--- src/rtl/audio_i2s_pkg.sv ---
// Shared types and format helpers for the I2S codec emulator.
// Format select: define I2S_EMU_LEFT_JUSTIFIED_EN for left-justified, otherwise standard I2S.
package audio_i2s_pkg;

    typedef enum logic {
        IDLE = 1'b0,
        RUN  = 1'b1
    } state_t;

`ifdef I2S_EMU_LEFT_JUSTIFIED_EN
    localparam logic LRCK_LEFT   = 1'b1;
    localparam int   DATA_OFFSET = 0;
`else
    localparam logic LRCK_LEFT   = 1'b0;
    localparam int   DATA_OFFSET = 1;
`endif

    // Sample bit carried at slot position p (MSB first), or -1 when the slot is padding.
    function automatic int bit_index(input int p, input int sample_w);
        if (p >= DATA_OFFSET && p < DATA_OFFSET + sample_w)
            return sample_w - 1 - (p - DATA_OFFSET);
        return -1;
    endfunction

endpackage

--- src/rtl/audio_codec_i2s_emulator_clock_gen.sv ---
// BCLK divider, frame bit counter and run/idle FSM for the I2S emulator.
// Edge and frame strobes are single-cycle and qualify the registered outputs in the top.
module i2s_clock_gen
    import audio_i2s_pkg::*;
#(
    parameter int SLOT_W   = 32,
    parameter int BCLK_DIV = 8
) (
    input  logic                          clk,
    input  logic                          reset,
    input  logic                          enable,
    output logic                          bclk,
    output logic [$clog2(2*SLOT_W)-1:0]   bit_cnt,
    output logic                          bclk_rise,
    output logic                          bclk_fall,
    output logic                          frame_start,
    output logic                          frame_end
);

    localparam int BC_W  = $clog2(2*SLOT_W);
    localparam int DIV_W = $clog2(BCLK_DIV);

    state_t           state;
    logic [DIV_W-1:0] div_cnt;
    logic             tick;

    assign tick        = (state == RUN) && (div_cnt == DIV_W'(BCLK_DIV - 1));
    assign bclk_rise   = tick && !bclk;
    assign bclk_fall   = tick && bclk;
    assign frame_end   = bclk_fall && (bit_cnt == BC_W'(2*SLOT_W - 1));
    assign frame_start = enable && ((state == IDLE) || frame_end);

    // NOTE: all state is updated with non-blocking assignments so every register sees pre-edge values.
    always_ff @(posedge clk) begin
        if (reset) begin
            state   <= IDLE;
            div_cnt <= '0;
            bclk    <= 1'b0;
            bit_cnt <= '0;
        end else if (frame_start) begin
            state   <= RUN;
            div_cnt <= '0;
            bclk    <= 1'b0;
            bit_cnt <= '0;
        end else if (frame_end) begin
            state   <= IDLE;
            div_cnt <= '0;
            bclk    <= 1'b0;
            bit_cnt <= '0;
        end else if (tick) begin
            div_cnt <= '0;
            bclk    <= !bclk;
            if (bclk_fall)
                bit_cnt <= bit_cnt + 1'b1;
        end else if (state == RUN) begin
            div_cnt <= div_cnt + 1'b1;
        end
    end

endmodule

--- src/rtl/audio_codec_i2s_emulator.sv ---
// Codec-side I2S link partner: clock master, ADC serializer with pending-pair handshake, DAC deserializer.
// Format select: define I2S_EMU_LEFT_JUSTIFIED_EN for left-justified, otherwise standard I2S.
module audio_codec_i2s_emulator
    import audio_i2s_pkg::*;
#(
    parameter int SAMPLE_W = 24,
    parameter int SLOT_W   = 32,
    parameter int BCLK_DIV = 8
) (
    input  logic                clk,
    input  logic                reset,
    input  logic                enable,
    input  logic [SAMPLE_W-1:0] adc_l_data,
    input  logic [SAMPLE_W-1:0] adc_r_data,
    input  logic                adc_valid,
    output logic                adc_ready,
    output logic                underrun,
    output logic                audio_BCLK,
    output logic                audio_ADCLRCK,
    output logic                audio_DACLRCK,
    output logic                audio_ADCDAT,
    input  logic                audio_DACDAT,
    output logic [SAMPLE_W-1:0] dac_l_data,
    output logic [SAMPLE_W-1:0] dac_r_data,
    output logic                dac_valid
);

    localparam int BC_W  = $clog2(2*SLOT_W);
    localparam int IDX_W = $clog2(SAMPLE_W);

    logic            bclk, bclk_rise, bclk_fall, frame_start, frame_end;
    logic [BC_W-1:0] bit_cnt;

    i2s_clock_gen #(
        .SLOT_W   (SLOT_W),
        .BCLK_DIV (BCLK_DIV)
    ) u_clock_gen (
        .clk         (clk),
        .reset       (reset),
        .enable      (enable),
        .bclk        (bclk),
        .bit_cnt     (bit_cnt),
        .bclk_rise   (bclk_rise),
        .bclk_fall   (bclk_fall),
        .frame_start (frame_start),
        .frame_end   (frame_end)
    );

    assign audio_BCLK    = bclk;
    assign audio_DACLRCK = audio_ADCLRCK;

    logic [SAMPLE_W-1:0] pend_l, pend_r, tx_l, tx_r, src_l, src_r;
    logic [SAMPLE_W-1:0] rx_l, rx_r, rx_r_next;
    logic                pend_full, going_idle, tx_left, tx_bit, cap_left, cap_en;
    int                  next_bit, tx_idx, cap_idx;

    // NOTE: every combinational output gets a default first so no path can infer a latch.
    always_comb begin
        going_idle = frame_end && !enable;
        next_bit   = frame_start ? 0 : int'(bit_cnt) + 1;
        tx_left    = next_bit < SLOT_W;
        tx_idx     = bit_index(next_bit % SLOT_W, SAMPLE_W);
        // The first bit of a frame must come from the pair being loaded in that same cycle.
        src_l      = (frame_start && pend_full) ? pend_l : tx_l;
        src_r      = (frame_start && pend_full) ? pend_r : tx_r;
        tx_bit     = 1'b0;
        if (tx_idx >= 0)
            tx_bit = tx_left ? src_l[tx_idx[IDX_W-1:0]] : src_r[tx_idx[IDX_W-1:0]];
        cap_left   = int'(bit_cnt) < SLOT_W;
        cap_idx    = bit_index(int'(bit_cnt) % SLOT_W, SAMPLE_W);
        cap_en     = bclk_rise && (cap_idx >= 0);
        rx_r_next  = {rx_r[SAMPLE_W-2:0], audio_DACDAT};
    end

    always_ff @(posedge clk) begin
        if (reset) begin
            pend_full <= 1'b0;
            pend_l    <= '0;
            pend_r    <= '0;
            tx_l      <= '0;
            tx_r      <= '0;
            adc_ready <= 1'b1;
            underrun  <= 1'b0;
        end else begin
            underrun <= frame_start && !pend_full;
            if (frame_start && pend_full) begin
                tx_l      <= pend_l;
                tx_r      <= pend_r;
                pend_full <= 1'b0;
                adc_ready <= 1'b1;
            end else if (adc_valid && adc_ready) begin
                pend_l    <= adc_l_data;
                pend_r    <= adc_r_data;
                pend_full <= 1'b1;
                adc_ready <= 1'b0;
            end
        end
    end

    always_ff @(posedge clk) begin
        if (reset) begin
            audio_ADCLRCK <= 1'b1;
            audio_ADCDAT  <= 1'b0;
        end else if (going_idle) begin
            audio_ADCLRCK <= 1'b1;
            audio_ADCDAT  <= 1'b0;
        end else if (frame_start || bclk_fall) begin
            audio_ADCLRCK <= tx_left ? LRCK_LEFT : !LRCK_LEFT;
            audio_ADCDAT  <= tx_bit;
        end
    end

    always_ff @(posedge clk) begin
        if (reset) begin
            rx_l       <= '0;
            rx_r       <= '0;
            dac_l_data <= '0;
            dac_r_data <= '0;
            dac_valid  <= 1'b0;
        end else begin
            dac_valid <= 1'b0;
            if (cap_en && cap_left) begin
                rx_l <= {rx_l[SAMPLE_W-2:0], audio_DACDAT};
            end else if (cap_en) begin
                rx_r <= rx_r_next;
                if (cap_idx == 0) begin
                    dac_l_data <= rx_l;
                    dac_r_data <= rx_r_next;
                    dac_valid  <= 1'b1;
                end
            end
        end
    end

endmodule

--- config.mk ---
export PLATFORM = sky130hd
export DESIGN_NAME = audio_codec_i2s_emulator
export DESIGN_NICKNAME = d
export VERILOG_FILES = /design/src/rtl/audio_i2s_pkg.sv /design/src/rtl/audio_codec_i2s_emulator_clock_gen.sv /design/src/rtl/audio_codec_i2s_emulator.sv
export SDC_FILE = /design/constraint.sdc
export NUM_CORES = 1
export LEC_CHECK = 0
export ABC_AREA = 1
export BUFFER_PORTS_ARGS = -buffer_cell sky130_fd_sc_hd__clkbuf_2
export CAP_MARGIN = 30
export CORE_UTILIZATION = 52
export DETAILED_ROUTE_END_ITERATION = 6
export GPL_TIMING_DRIVEN = 0
export HOLD_SLACK_MARGIN = 0.03
export PLACE_DENSITY = 0.78
export SLEW_MARGIN = 30
export SYNTH_ARGS = -nofsm -noshare
export SYNTH_HDL_FRONTEND = slang
export SYNTH_SLANG_ARGS = --single-unit
--- constraint.sdc ---
create_clock -name clk -period 2.8 [get_ports clk]
set_input_delay 0.42 -clock clk [delete_from_list [all_inputs] [get_ports clk]]
set_output_delay 0.42 -clock clk [all_outputs]
set_load 0.01 [all_outputs]
# Yosys cells after proc, flatten, opt, wreduce, memory -nomap -nowiden

Cells that the tools add are included.

Register bits: 208
Latch bits: 0
Bits in writable memories: 0
Bits in read-only memories: 0
Input bits: 53
Logic and storage cells: 90
Memories: 0

$add $sub $neg: 7
$mul: 0
Div/mod/pow operators: 0
Magnitude comparators: 9
Eq/ne operators: 2
Shift-type cells: 0
Muxes and demuxes: 19
Bitwise logic cells: 5
Reductions and logical operators: 30

Operator list:

| cell                  | number |
|---|---|
| $mux W32              | 4 |
| $ge A32 B1 Y1 const B | 2 |
| $mux W24              | 2 |
| $logic_not A32 Y1     | 1 |
| $logic_and A1 B1 Y1   | 13 |
| $lt A6 B6 Y1 const B  | 2 |
| $bmux W1 S5           | 2 |
| $mux W1               | 10 |
| $sub A6 B7 Y8 const A | 1 |
| $add A6 B1 Y7 const B | 1 |
| $lt A7 B6 Y1 const B  | 1 |
| $mux W7               | 1 |
| $sub A6 B2 Y7 const B | 1 |
| $sub A6 B6 Y7 const A | 1 |
| $add A6 B1 Y6 const B | 1 |
| $eq A6 B6 Y1 const B  | 1 |
| $ge A6 B2 Y1 const B  | 1 |
| $lt A5 B6 Y1 const B  | 1 |
| $reduce_and A2 Y1     | 3 |
| $reduce_or A3 Y1      | 2 |
| $sub A5 B1 Y6 const B | 1 |
| $ge A5 B1 Y1 const B  | 1 |
| $lt A5 B5 Y1 const B  | 1 |
| $reduce_or A5 Y1      | 1 |
| other kinds (10)      | 17 |

# Depth between registers and ports, before layout

Depth in word-level cells: 17
Mapped depth: 26
Mapped depth without buffers: 24

# By module

A second synthesis with hierarchy kept.

Cell total of the unflattened synthesis: 1110
Area, all modules: 8604.5 µm²

Modules (own cells, without submodules):

| module                   | times used | cells each | area each (µm²) | sequential area each (µm²) |
|---|---|---|---|---|
| audio_codec_i2s_emulator | 1          | 1045       | 8062.7          | 3943.8 |
| i2s_clock_gen            | 1          | 65         | 541.8           | 220.2 |

# Worst setup path after synthesis

OpenSTA, ideal clock, no wires.

Kind: reg2reg
Start point: reg u_clock_gen.div_cnt[0]
End point: reg audio_ADCDAT
Library setup time: 127 ps
Data arrival time: 2946 ps
Required time: 2673 ps
Setup slack: -272 ps
Cell stages (with the launch flop): 26
Buffers on the path: 3
Cells stage by stage: dfxtp_1 ha_1 ha_1 nand2_4 nor2_4 nand2_2 nand2_4 nand2_2 buf_6 nand2_2 buf_2 ha_1 inv_1 nor2_1 nand3_4 nand3_4 buf_4 nand2_1 nand3_1 nand3_1 nand3_1 nand3_1 nand3_1 nand2_1 nand2_1 a21oi_2

Word-level cells in the longest chain between the ends: 17

RTL lines:

| element                                                                | RTL line                                 | RTL |
|---|---|---|
| from (decl)                                                            | audio_codec_i2s_emulator_clock_gen.sv:24 | `logic [DIV_W-1:0] div_cnt;` |
| from (signal assigned)                                                 | audio_codec_i2s_emulator_clock_gen.sv:56 | `div_cnt <= div_cnt + 1'b1;` |
| $eq A3 B3 Y1 (*)                                                       | audio_codec_i2s_emulator_clock_gen.sv:27 | `assign tick = (state == RUN) && (div_cnt == DIV_W'(BCLK_DIV - 1));` |
| $logic_and A1 B1 Y1 (*)                                                | audio_codec_i2s_emulator_clock_gen.sv:27 |  |
| $logic_and A1 B1 Y1 (*)                                                | audio_codec_i2s_emulator_clock_gen.sv:29 | `assign bclk_fall = tick && bclk;` |
| parallel branches: the longest is 14 deep, another holds $ge A32 B1 Y1 | -                                        |  |
| to (signal assigned)                                                   | audio_codec_i2s_emulator.sv:109          | `audio_ADCDAT <= tx_bit;` |
| to (decl)                                                              | audio_codec_i2s_emulator.sv:21           | `output logic audio_ADCDAT,` |

Every way passes the cells marked *. The select of a mux whose other input is x is not followed.
A chain may end at the register's enable or synchronous reset.

# Worst setup path after layout

Same ends and word-level chain as after synthesis.

==> reports/qor.csv <==
stage,metric,value,unit
clock_network,clk_pin_slew,0.06,ns
logic_synthesis,synth_edf_count,0,
timing,fmax,0.343,GHz
routing,detailedRoute.firstPassIterationCount,5,
critical_path,critical_path_buf_inv_count,3,
place,dpl_hpwl,14.9,mm
routing,post_detailed_route_count_of_antenna_violating_nets,0,
global_route,grtUsageTotal,26.1,%
timing,max_slew_margin,41.6,%
timing,period_share,104,%
logic_synthesis,syn_nets,1160,
floorplanning,fp-row-count,46,
place,placed_cells,1421,
logic_synthesis,synthTopCellsByArea,"sky130_fd_sc_hd__dfxtp_1, sky130_fd_sc_hd__o21ai_0, sky130_fd_sc_hd__a21oi_1",
critical_path,kind_of_start_point_of_the_critical_path,register,
critical_path,critPathMostFrequentCell,sky130_fd_sc_hd__nand2_1,
logic_synthesis,dominantRegCellSynth,sky130_fd_sc_hd__dfxtp_1,
timing,period_minus_slack,2.92,ns
place,place_congestion,0.858,
layout,register_area,0.00417,mm2
global_route,largest_net_degree_at_the_start_of_global_routing,14,
clock_network,cts.sink_count,208,
clock_network,clock_insertion_delay_at_the_later_pin_of_the_skew_report,0.51,ns
logic_synthesis,synthCells,1098,
place,dpl_cell_area,0.00933,mm2
logic_synthesis,synth.distinct_cells,39,
floorplanning,fp.dieArea,0.0168,mm2
clock_network,cts_inserted_buffers,22,
layout,layout-area-overhead-vs-synth,23.0,%
global_route,grt_pass1_wl,34.8,mm
clock_network,clk_root_buffer_cell,sky130_fd_sc_hd__clkbuf_16,
logic_synthesis,netlist.area_leader.share,49.3,%
logic_synthesis,synthesis.yosys.warnings,0,
timing,worst-slew-pin-transition,0.877,ns
clock_network,max-clock-path-buffers,3,
power,vdd_ir_drop_max,0.470,mV
logic_synthesis,summed_instance_area_of_the_synthesized_netlist,0.00845,mm2
global_route,globalRouteOverflowTotal,0,
routing,drcViolationCount,0,
layout,final_core_util,65.4,%
critical_path,critPathKind,register to register,
critical_path,worst-endpoint-arrival,3.35,ns
power,pwr_density_cell,637,mW/mm2
critical_path,critical_path.max_stage_delay,0.35,ns
layout,num_antenna_cells,0,
logic_synthesis,post-synth-top-area-cell,sky130_fd_sc_hd__dfxtp_1,
place,port_buffers,107,
timing,final_critical_path_setup_slack,-0.116,ns
status,status,"finished, violations left",
routing,routed-via-count,7737,
worst_hold_path,worstHoldPathType,primary input to register,
timing,finalHoldViolations,0,
clock_network,cts_max_level,1,
timing,final.hold.worst_slack,0.152,ns
routing,drt_first_iter_violations,452,
layout,post_route_cells_drive_above_1_share,20.2,%
global_route,first_global_vias,7233,
timing,rsz_0062_raised_after_global_routing,yes,
critical_path,timing.critical_path.to_type,register,
routing,average_routed_wire_per_standard_cell,14.7,um
timing,fin_tns_setup,-0.116,ns
run,max_cap_viol_count,0,
clock_network,hold_buffers,0,
floorplanning,die_width,129,um
critical_path,cpMaxStageDelayCell,sky130_fd_sc_hd__dfxtp_2,
layout,finish.cell_count_without_fillers,1482,
floorplanning,coreArea,0.0159,mm2
global_route,number_of_antenna_violations_at_the_first_check_in_global_routing,2,
layout,fillCellCount,1356,
critical_path,required,3.24,ns
layout,design_area,0.0104,mm2
logic_synthesis,synth_seq_cells,208,
critical_path,r2r_slack,-0.12,ns
power,leakage,4.34,nW
power,power,6.62,mW
layout,num-nets-final,1316,
critical_path,critical_path.max_fanout,5,
routing,vias_per_cell,5.22,
floorplanning,num_io_pins,108,
status,violations,negative setup slack,
logic_synthesis,synth-async-reset-ratio,0,%
floorplanning,die_height,129,um
logic_synthesis,yosysSeqAreaShare,49.3,%
timing,drv_slew,0,
critical_path,cp_top_family,simple AND/OR/NAND/NOR gates,
logic_synthesis,postSynthAreaPerCell,7.70,um2
timing,setup_viol,1,
clock_network,cts_tree,built,
place,detailedPlace.worstSlack,-0.463,ns
timing,finClkSkew,0.0211,ns
layout,footprint_of_the_multi_input_gates,0.00371,mm2
routing,drt-total-wl,21.8,mm
floorplanning,initial_core_utilization,53.2,%
[what timing repair did]
| item | 4_1_cts | 5_1_grt |
|---|---|---|
| gates resized for setup | 26 | 21 |
| endpoints found under the setup margin | 60 | 105 |
| setup buffers | 16 | 8 |
| pin swaps | 12 | 10 |
| gates cloned | 2 | 0 |
[layout make-up]
class | instances | share of cell area, %
sequential | 208 | 40.2
multi-input combinational | 706 | 35.7
timing repair buffer | 132 | 7.39
clock buffer | 32 | 6.15
inverter | 116 | 4.31
buffer | 68 | 3.15
tap | 216 | 2.60
clock inverter | 4 | 0.494
[cells in the final DEF, fill, tap and decap left out, drive strengths merged]
cell      instances
nand3b            2
xor2              7
or2              25
nor3              3
nor2            143
a21oi           105
clkinvlp          4
dfxtp           208
nand4            25
nor4              1
bufinv            1
a211oi            1
buf              39
o21ai           165
mux2i             1
o21a             15
nand3            63
clkinv            4
a211o             1
o211ai            2
nand2           136
clkbuf          193
inv             111
ha                9
xnor2             2
[kinds of logic after synthesis]
kind of cell               after synthesis  share of synthesized area [%]
AOI/OAI and AO/OA                      289                           17.9
xor gates and xnor gates                 9                          0.933
adders and majority gates                9                           1.33
buffers and inverters                  185                           8.78
DFF                                    208                           49.3
muxes                                    1                          0.118
and+or+nand+nor                        397                           21.7
[synthesized netlist by cell type (2+ instances only)]
cell	number
sky130_fd_sc_hd__buf_6	3
sky130_fd_sc_hd__clkinv_1	3
sky130_fd_sc_hd__ha_1	9
sky130_fd_sc_hd__or2_2	25
sky130_fd_sc_hd__nand2_1	130
sky130_fd_sc_hd__buf_4	5
sky130_fd_sc_hd__buf_1	3
sky130_fd_sc_hd__inv_2	3
sky130_fd_sc_hd__nand3_1	58
sky130_fd_sc_hd__o21a_1	15
sky130_fd_sc_hd__o21ai_1	7
sky130_fd_sc_hd__nor2_1	138
sky130_fd_sc_hd__nand3_2	3
sky130_fd_sc_hd__clkbuf_1	53
sky130_fd_sc_hd__nand3_4	2
sky130_fd_sc_hd__buf_2	4
sky130_fd_sc_hd__nand2_2	3
sky130_fd_sc_hd__nor2_4	2
sky130_fd_sc_hd__inv_1	110
sky130_fd_sc_hd__nor3_1	3
sky130_fd_sc_hd__xnor2_1	2
sky130_fd_sc_hd__nand2_4	3
sky130_fd_sc_hd__nor2_2	2
sky130_fd_sc_hd__nand4_1	24
sky130_fd_sc_hd__xor2_1	7
sky130_fd_sc_hd__o21ai_0	157
sky130_fd_sc_hd__o211ai_1	2
sky130_fd_sc_hd__dfxtp_1	208
sky130_fd_sc_hd__a21oi_1	104
[metal layers]
| metal | global-route usage, % | share of wire (%) |
|---|---|---|
| met2 | 43.5 | 45 |
| met3 | 5.70 | 6.2 |
| met5 | 0 | 0 |
| met4 | 11.1 | 3.8 |
| met1 | 32.7 | 45 |
[worst paths after layout]
path	cells after the start	end	from
max	25	audio_ADCDAT$_SDFFE_PP0P_	u_clock_gen.div_cnt[0]$_SDFFE_PP0P_
min	2	dac_valid$_SDFF_PP0_	reset
max reg2reg	25	audio_ADCDAT$_SDFFE_PP0P_	u_clock_gen.div_cnt[0]$_SDFFE_PP0P_
min reg2reg	2	pend_l[5]$_SDFFE_PP0P_	pend_l[5]$_SDFFE_PP0P_
[power breakdown]
part	switching, mW	internal (mW)	total (mW)
sequential	0.0486	3.07	3.11
clock	1.17	1.67	2.83
combinational	0.412	0.264	0.675
[registers in the layout (all words and copies together), names as in the netlist, 6 cells and up]
register / flops
dac_l_data: 24
dac_r_data: 24
pend_l: 24
pend_r: 24
rx_l: 24
tx_l: 24
tx_r: 24
rx_r: 23
u_clock_gen.bit_cnt: 6
Power figures use the tool's default switching activity.
